`src/rtl/maj_fold_pkg.sv`:
```
// rtl/maj_fold_pkg.sv - shared types, sizing helpers and default constants for the folded majority evaluator
package maj_fold_pkg;

  typedef enum logic [1:0] {IDLE, ACCUM, DONE} state_e;

  function automatic int clog2(input int v);
    int r;
    r = 0;
    for (int i = 0; i < 31; i++)
      if ((1 << i) < v) r = i + 1;
    return r;
  endfunction

  function automatic int ceil_div(input int a, input int b);
    return (a + b - 1) / b;
  endfunction

  function automatic logic [63:0] low_mask(input int bits);
    logic [63:0] m;
    m = '0;
    for (int i = 0; i < 64; i++)
      if (i < bits) m[i] = 1'b1;
    return m;
  endfunction

  localparam int N_DEF  = 65;
  localparam int W_DEF  = 8;
  localparam int CW     = clog2(N_DEF + 1);
  localparam int NCHUNK = ceil_div(N_DEF, W_DEF);
  localparam logic [W_DEF-1:0] LAST_MASK = W_DEF'(low_mask(N_DEF - (NCHUNK - 1) * W_DEF));

endpackage

```
`src/rtl/maj_fold_popcnt.sv`:
```
// rtl/maj_fold_popcnt.sv - combinational masked popcount of one W-bit chunk
module maj_fold_popcnt
  import maj_fold_pkg::*;
#(
  parameter int W = 8
) (
  input  logic [W-1:0]             data,
  input  logic [W-1:0]             mask,
  output logic [clog2(W+1)-1:0]    count
);

  localparam int PW = clog2(W + 1);

  always_comb begin
    count = '0;
    for (int i = 0; i < W; i++)
      count = count + PW'(data[i] & mask[i]);
  end

endmodule

```
`src/rtl/maj_fold_seq.sv`:
```
// rtl/maj_fold_seq.sv - folded sequential majority evaluator, one W-bit chunk per cycle
// Optional early termination once the result is decided: MAJ_FOLD_EARLY_EXIT_EN
module maj_fold_seq
  import maj_fold_pkg::*;
#(
  parameter int N   = 65,
  parameter int W   = 8,
  parameter int THR = N / 2 + 1
) (
  input  logic                     clk,
  input  logic                     rst_n,
  input  logic                     in_valid,
  output logic                     in_ready,
  input  logic [N-1:0]             in_vec,
  output logic                     out_valid,
  input  logic                     out_ready,
  output logic                     out_maj,
  output logic [clog2(N+1)-1:0]    out_count,
  output logic                     busy
);

  localparam int CW_L = clog2(N + 1);
  localparam int NCH  = ceil_div(N, W);
  localparam int NP   = NCH * W;
  localparam int PW   = clog2(W + 1);
  localparam int IW   = clog2(NCH + 1);
  localparam logic [CW_L:0] THR_C = (CW_L + 1)'(THR);

  function automatic logic [W-1:0] tail_mask();
    logic [W-1:0] m;
    m = '0;
    for (int i = 0; i < W; i++)
      if (i < N - (NCH - 1) * W) m[i] = 1'b1;
    return m;
  endfunction

  localparam logic [W-1:0] TAIL_MASK = tail_mask();

  state_e            state_q, state_d;
  logic [NP-1:0]     sh_q;
  logic [CW_L-1:0]   cnt_q, cnt_nx, count_q;
  logic [IW-1:0]     idx_q;
  logic              maj_q;
  logic              load, finish, last, stop_now;
  logic [W-1:0]      mask;
  logic [PW-1:0]     pc;

  // The vector shifts down one chunk per cycle, so the active chunk is always the low W bits.
  assign last = (idx_q == IW'(NCH - 1));
  assign mask = last ? TAIL_MASK : '1;

  maj_fold_popcnt #(.W(W)) u_popcnt (
    .data  (sh_q[W-1:0]),
    .mask  (mask),
    .count (pc)
  );

  assign cnt_nx = cnt_q + CW_L'(pc);

`ifdef MAJ_FOLD_EARLY_EXIT_EN
  logic [CW_L:0] rem;

  always_comb begin
    int done_bits;
    done_bits = (int'(idx_q) + 1) * W;
    if (done_bits > N) done_bits = N;
    rem = (CW_L + 1)'(N - done_bits);
  end

  // Stop once the remaining bits can no longer move the count across the threshold.
  assign stop_now = last || ({1'b0, cnt_nx} >= THR_C) || (({1'b0, cnt_nx} + rem) < THR_C);
`else
  assign stop_now = last;
`endif

  always_comb begin
    state_d  = state_q;
    load     = 1'b0;
    finish   = 1'b0;
    in_ready = 1'b0;
    case (state_q)
      IDLE: begin
        in_ready = 1'b1;
        if (in_valid) begin
          load    = 1'b1;
          state_d = ACCUM;
        end
      end
      ACCUM: begin
        if (stop_now) begin
          finish  = 1'b1;
          state_d = DONE;
        end
      end
      DONE: begin
        in_ready = out_ready;
        if (out_ready) begin
          if (in_valid) begin
            load    = 1'b1;
            state_d = ACCUM;
          end else begin
            state_d = IDLE;
          end
        end
      end
      default: state_d = IDLE;
    endcase
  end

  always_ff @(posedge clk or negedge rst_n) begin
    if (!rst_n) begin
      state_q <= IDLE;
      sh_q    <= '0;
      cnt_q   <= '0;
      idx_q   <= '0;
      maj_q   <= 1'b0;
      count_q <= '0;
    end else begin
      state_q <= state_d;
      if (load) begin
        sh_q  <= NP'(in_vec);
        cnt_q <= '0;
        idx_q <= '0;
      end else if (state_q == ACCUM) begin
        sh_q  <= sh_q >> W;
        cnt_q <= cnt_nx;
        idx_q <= idx_q + 1'b1;
      end
      if (finish) begin
        maj_q   <= ({1'b0, cnt_nx} >= THR_C);
        count_q <= cnt_nx;
      end
    end
  end

  assign out_valid = (state_q == DONE);
  assign out_maj   = maj_q;
  assign out_count = count_q;
  assign busy      = (state_q != IDLE);

endmodule
```
`config.mk`:
```
export PLATFORM = sky130hd
export DESIGN_NAME = maj_fold_seq
export DESIGN_NICKNAME = d
export VERILOG_FILES = /design/src/rtl/maj_fold_pkg.sv /design/src/rtl/maj_fold_popcnt.sv /design/src/rtl/maj_fold_seq.sv
export SDC_FILE = /design/constraint.sdc
export NUM_CORES = 1
export LEC_CHECK = 0
export CAP_MARGIN = 25
export CELL_PAD_IN_SITES_DETAIL_PLACEMENT = 0
export CELL_PAD_IN_SITES_GLOBAL_PLACEMENT = 1
export CORE_UTILIZATION = 40
export CTS_CLUSTER_DIAMETER = 40
export DETAILED_ROUTE_END_ITERATION = 10
export HOLD_SLACK_MARGIN = 0.02
export PLACE_DENSITY = 0.87
export SLEW_MARGIN = 10
export SYNTH_ARGS = -nofsm -noshare
export SYNTH_HDL_FRONTEND = slang
export SYNTH_SLANG_ARGS = --single-unit
export TNS_END_PERCENT = 1
```
`constraint.sdc`:
```
create_clock -name clk -period 6.28 [get_ports clk]
set_input_delay 1.256 -clock clk [delete_from_list [all_inputs] [get_ports clk]]
set_output_delay 1.256 -clock clk [all_outputs]
set_load 0.01 [all_outputs]
```
# After elaboration in Yosys (flattened, before gate mapping)
# Cells that the tools add are included.
# op_classes
add_sub_neg	9
order_cmp	1
eq_ne	6
mux	18
bitwise_logic	8
n_reduce_logical	4
# ops
operator	count
$mux W72	2
$add A4 B4 Y4	7
$mux W7	2
$and A1 B1 Y1	8
$mux W4	2
$mux W8	1
$add A7 B4 Y7	1
$ge A7 B6 Y1 const B	1
$mux W2	3
$pmux W2 S3	1
$mux W1	5
$add A4 B1 Y4 const B	1
$eq A4 B4 Y1 const B	1
$ne A2 B2 Y1 const B	2
$pmux W1 S2	2
$reduce_bool A2 Y1	2
$reduce_and A3 Y1	1
$eq A2 B1 Y1 const B	1
$eq A2 B2 Y1 const B	1
$logic_not A2 Y1	1
$ne A2 B1 Y1 const B	1
# totals
regBits	93
in_bits	69
output_inout_bits	11

# Longest topological paths before layout
# logic_depth
ltp_word	13
mapped_depth	18
ltp_nobuf	18

# Cells and area by module
# Synthesis repeated with hierarchy kept, for this count alone.
# unflattened
hier_cells	432
area_unflattened_um2	4005.1
# modules_own_cells
module	n_inst	cells_per_inst	area_each_um2	seq_area_each_um2
maj_fold_seq	1	407	3796.1	2152.1
maj_fold_popcnt	1	25	209.0	0.0

# Worst setup path after synthesis
# OpenSTA, ideal clock, no wires.
# synth_path
path_kind	flip-flop to flip-flop
from	register idx_q[0]
to	register maj_q (netlist: out_maj)
arrival_time_ns	4.627
t_required_ns	6.207
path_slack_ns	1.580
stages_incl_launch_ff	18
path_buffers	0
synth_period_minus_slack_ns	4.700
cell_sequence	dfrtp_1 -> inv_1 -> ha_1 -> nand3b_1 -> and2_1 -> fa_1 -> inv_1 -> fa_1 -> fa_1 -> inv_1 -> ha_1 -> fa_1 -> fa_1 -> a211oi_2 -> nor2_2 -> xnor2_1 -> a41o_1 -> a21oi_2
# synth_between
elab_chain_cells	12
word_cells_on_any_way	20
cone_classes	add/sub: 8; order compare: 1; eq/ne: 1; mux: 3; bitwise: 7
# synth_lines
element	line	rtl
from (decl)	maj_fold_seq.sv:42	logic [IW-1:0] idx_q;
from (signal assigned)	maj_fold_seq.sv:127	idx_q <= idx_q + 1'b1;
$eq A4 B4 Y1 *	maj_fold_seq.sv:49	assign last = (idx_q == IW'(NCH - 1));
$mux W8	maj_fold_seq.sv:50	assign mask = last ? TAIL_MASK : '1;
$and A1 B1 Y1	maj_fold_popcnt.sv:17	count = count + PW'(data[i] & mask[i]);
$add A4 B4 Y4 (7 in a row)	maj_fold_popcnt.sv:17	
$add A7 B4 Y7	maj_fold_seq.sv:58	assign cnt_nx = cnt_q + CW_L'(pc);
$ge A7 B6 Y1	maj_fold_seq.sv:130	maj_q <= ({1'b0, cnt_nx} >= THR_C);
to (signal assigned)	maj_fold_seq.sv:130	
to (decl)	maj_fold_seq.sv:43	logic maj_q;
# Mark *: on every way between the ends. The rest lies on a longest branch, timed or not.
# A chain may end at the register's enable or synchronous reset.

# Final worst setup path
# layout_path
from	register idx_q[1]
to	register maj_q (netlist: out_maj)
# The elaborated chain is that of the path after synthesis.

==> reports/results.ini <==
[die]
start_util=0.417
core_mm2=0.00986
die_area_mm2=0.0107
dieHeight_um=103
num_rows=36
io_pins=80
dieWidth_um=103

[clock_network]
insertion_delay_ns=0.36
cts_tree=built
cts_setup_buffers=0
cts_resized=0
hold_buffers=0
clock_sink_count=86
cts_made_buffers=9
clk_pin_slew_ns=0.10
cts_buffer_depth=2
htreeDepth=3
cts-root-buf=clkbuf_8

[layout]
area.sequential_mm2=0.00215
fin_cells=632
final_common_cell=nand2_1
area_delta_synth_final_pct=26.3
n_fill_cell=876
nets=578
mostFrequentLayoutCells=nand2_1, dfrtp_1, clkdlybuf4s50_1
drive_above_1_share=0.0641
n_antenna_cell=0
multi_input_area_mm2=0.00177

[drt]
drt_iter0_markers=128
post_drt_wl_per_cell_um=14.4
ant_nets=0
wl_um=9130
viasPerCell=5.05
vias=3191
drc=0
first_pass_iters=5

[setup_path]
worstPathArrival_ns=5.38
path_delay_family=adder cells
endpoint=out_maj
endpoint_kind=flip-flop
reg2reg_slack_ns=1.21
cp.buffers_inverters=3
slowest_stage=fa_1
slowest_delay_ns=0.53
cp-start-kind=flip-flop
cp.required_ns=6.58
cpMostUsedCell=fa_1
crit_fanout=10
path_cells=inv_1 -> ha_1 -> nand3b_1 -> and2_1 -> fa_1 -> inv_1 -> fa_1 -> fa_1 -> inv_1 -> ha_1 -> fa_1 -> fa_1 -> a211oi_2 -> nor2_2 -> xnor2_1 -> a41o_1 -> a21oi_2
cp.depth=17
setup.worst_path.start=idx_q[1]
rr_endpoint=out_maj
critPathKind=flip-flop to flip-flop
r2r_cells=17
reg2reg_from=idx_q[1]

[timing]
worstMarginPinSlew_ns=0.933
slew_viol_final=0
min_period_over_period=0.808
skew_ns=0.0141
hold_violations=0
fmax_mhz=197
finalSetupTns_ns=0
min_period_ns=5.07
rsz0062_at_grt=no
slew_headroom=0.378
setup_viol=0

[grt]
grt.overflow.total=0
grt_use_total=0.189
antenna_found_initial=0
grt_pass1_vias=3263
grt_pass1_wl_um=15400
grt_max_degree=94

[yosys]
synth-seq-area-share=0.523
avgSynthCellArea_um2=9.66
synthCells=426
ys_seq_elements=86
synth_area_mm2=0.00412
synth_warnings=0
synthDistinctLibCells=39
syn_nets=510

[hold_path]
min_path_type=flip-flop to flip-flop

[outcome]
status=finished, final reports clean

[power]
seqPwrFrac=0.331
swShare=0.430
leakage_nw=2.45
p_int_mw=1.61
p_per_area_mw_per_mm2=543
p_sw_mw=1.21
vdd_drop_max_mv=0.273
p_clk_frac=0.147
pwr-share-comb=0.521
power_mw=2.82

[placement]
routabilityCongestion=0.815
dp_hpwl_um=6180
dpl.cell_count=615
io_buffer_count=79

[flow_run]
drv_cap=0

[stage by stage]
step | util | cell area (µm²) | hold slack [ns] | setup slack, ns
after global routing | 0.527 | 5200 | 0.503 | 0.910
after CTS | 0.525 | 5180 | 0.485 | 1.22
after detailed placement | 0.504 | 4970 | 0.463 | 1.24
after global placement | 0.499 | 4920 | 0.459 | 1.41
after floorplan | - | 4120 | 0.445 | 1.58
final | 0.527 | 5200 | 0.479 | 1.21
[final cells by class]
| class | instances | share of cell area |
|---|---|---|
| clock buffer | 9 | 0.0238 |
| clock inverter | 7 | 0.0169 |
| timing repair buffer | 84 | 0.167 |
| sequential | 86 | 0.414 |
| inverter | 9 | 0.00650 |
| tap | 133 | 0.0320 |
| multi-input combinational | 304 | 0.340 |
[metal layers]
layer	global-route usage	wire, µm
met5	0	0
met4	0.0498	82
met3	0.0491	356
met2	0.321	4640
met1	0.240	4050
[worst min-delay path by stage]
stage / to / cells after the start / from
finish: sh_q[23] / 2 / sh_q[23]
global route: sh_q[28] / 2 / sh_q[28]
CTS: sh_q[30] / 2 / sh_q[30]
detailed placement: sh_q[29] / 2 / sh_q[29]
global placement: sh_q[20] / 2 / sh_q[20]
floorplan: sh_q[35] / 2 / sh_q[35]
[worst reg2reg max path, stage by stage, from the launching register on]
cell	delay, ns
dfrtp_1	0.42
inv_1	0.09
ha_1	0.15
nand3b_1	0.26
and2_1	0.29
fa_1	0.53
inv_1	0.05
fa_1	0.49
fa_1	0.52
inv_1	0.04
ha_1	0.21
fa_1	0.49
fa_1	0.46
a211oi_2	0.36
nor2_2	0.11
xnor2_1	0.16
a41o_1	0.27
a21oi_2	0.12
[Yosys cell counts]
cell,number,share of area
o22ai_1,3,0.0046
nand3b_1,1,0.0018
nand3_2,1,0.0024
ha_1,10,0.030
o21ai_1,26,0.032
nor3b_4,1,0.0046
nand3_1,1,0.0012
o211ai_2,1,0.0030
a21oi_2,1,0.0021
dfrtp_1,86,0.52
and2_1,4,0.0061
buf_6,1,0.0027
nand2b_1,3,0.0046
nor2_2,1,0.0015
nand4_1,1,0.0015
nor2b_1,2,0.0030
nor2_4,1,0.0027
a211oi_2,1,0.0030
nand2_1,144,0.13
o41ai_1,1,0.0021
xor2_1,4,0.0085
xnor2_1,4,0.0085
nor2_1,15,0.014
a22oi_1,45,0.082
buf_2,9,0.011
a41o_1,1,0.0024
o31ai_1,1,0.0018
mux2i_1,12,0.029
o211ai_1,1,0.0018
a21oi_1,3,0.0036
nor2b_2,1,0.0021
o21bai_1,1,0.0018
or2_2,1,0.0015
clkbuf_2,1,0.0012
o21ai_0,7,0.0085
fa_1,5,0.024
inv_1,9,0.0082
clkbuf_1,3,0.0027
buf_4,13,0.024
[power groups by stage]
stage,clock network [mW],logic (mW),registers [mW]
3_3_place_gp,0,1.40,0.941
3_5_place_dp,0,1.47,0.946
6_report,0.415,1.47,0.935
5_1_grt,0.453,1.69,0.965
2_1_floorplan,0,1.13,0.906
4_1_cts,0.429,1.48,0.936
[logic make-up (layout without fill, tap and decap cells)]
| family | after synthesis | after routing | share of synthesized area |
|---|---|---|---|
| flip-flops | 86 | 86 | 0.523 |
| AO/OA/AOI/OAI | 92 | 92 | 0.149 |
| XOR/XNOR | 8 | 8 | 0.0170 |
| buffers and inverters | 36 | 109 | 0.0495 |
| adder cells (fa/ha/maj) | 15 | 15 | 0.0547 |
| AND/OR/NAND/NOR | 177 | 177 | 0.178 |
| multiplexers | 12 | 12 | 0.0292 |
[flip-flops by register name, summed over array words and instances, names as in the netlist]
register and flops:
cnt_q 7, out_maj 1, idx_q 4, sh_q 65, state_q 2, out_count 7
No activity file was read; power rests on OpenSTA's default activity.
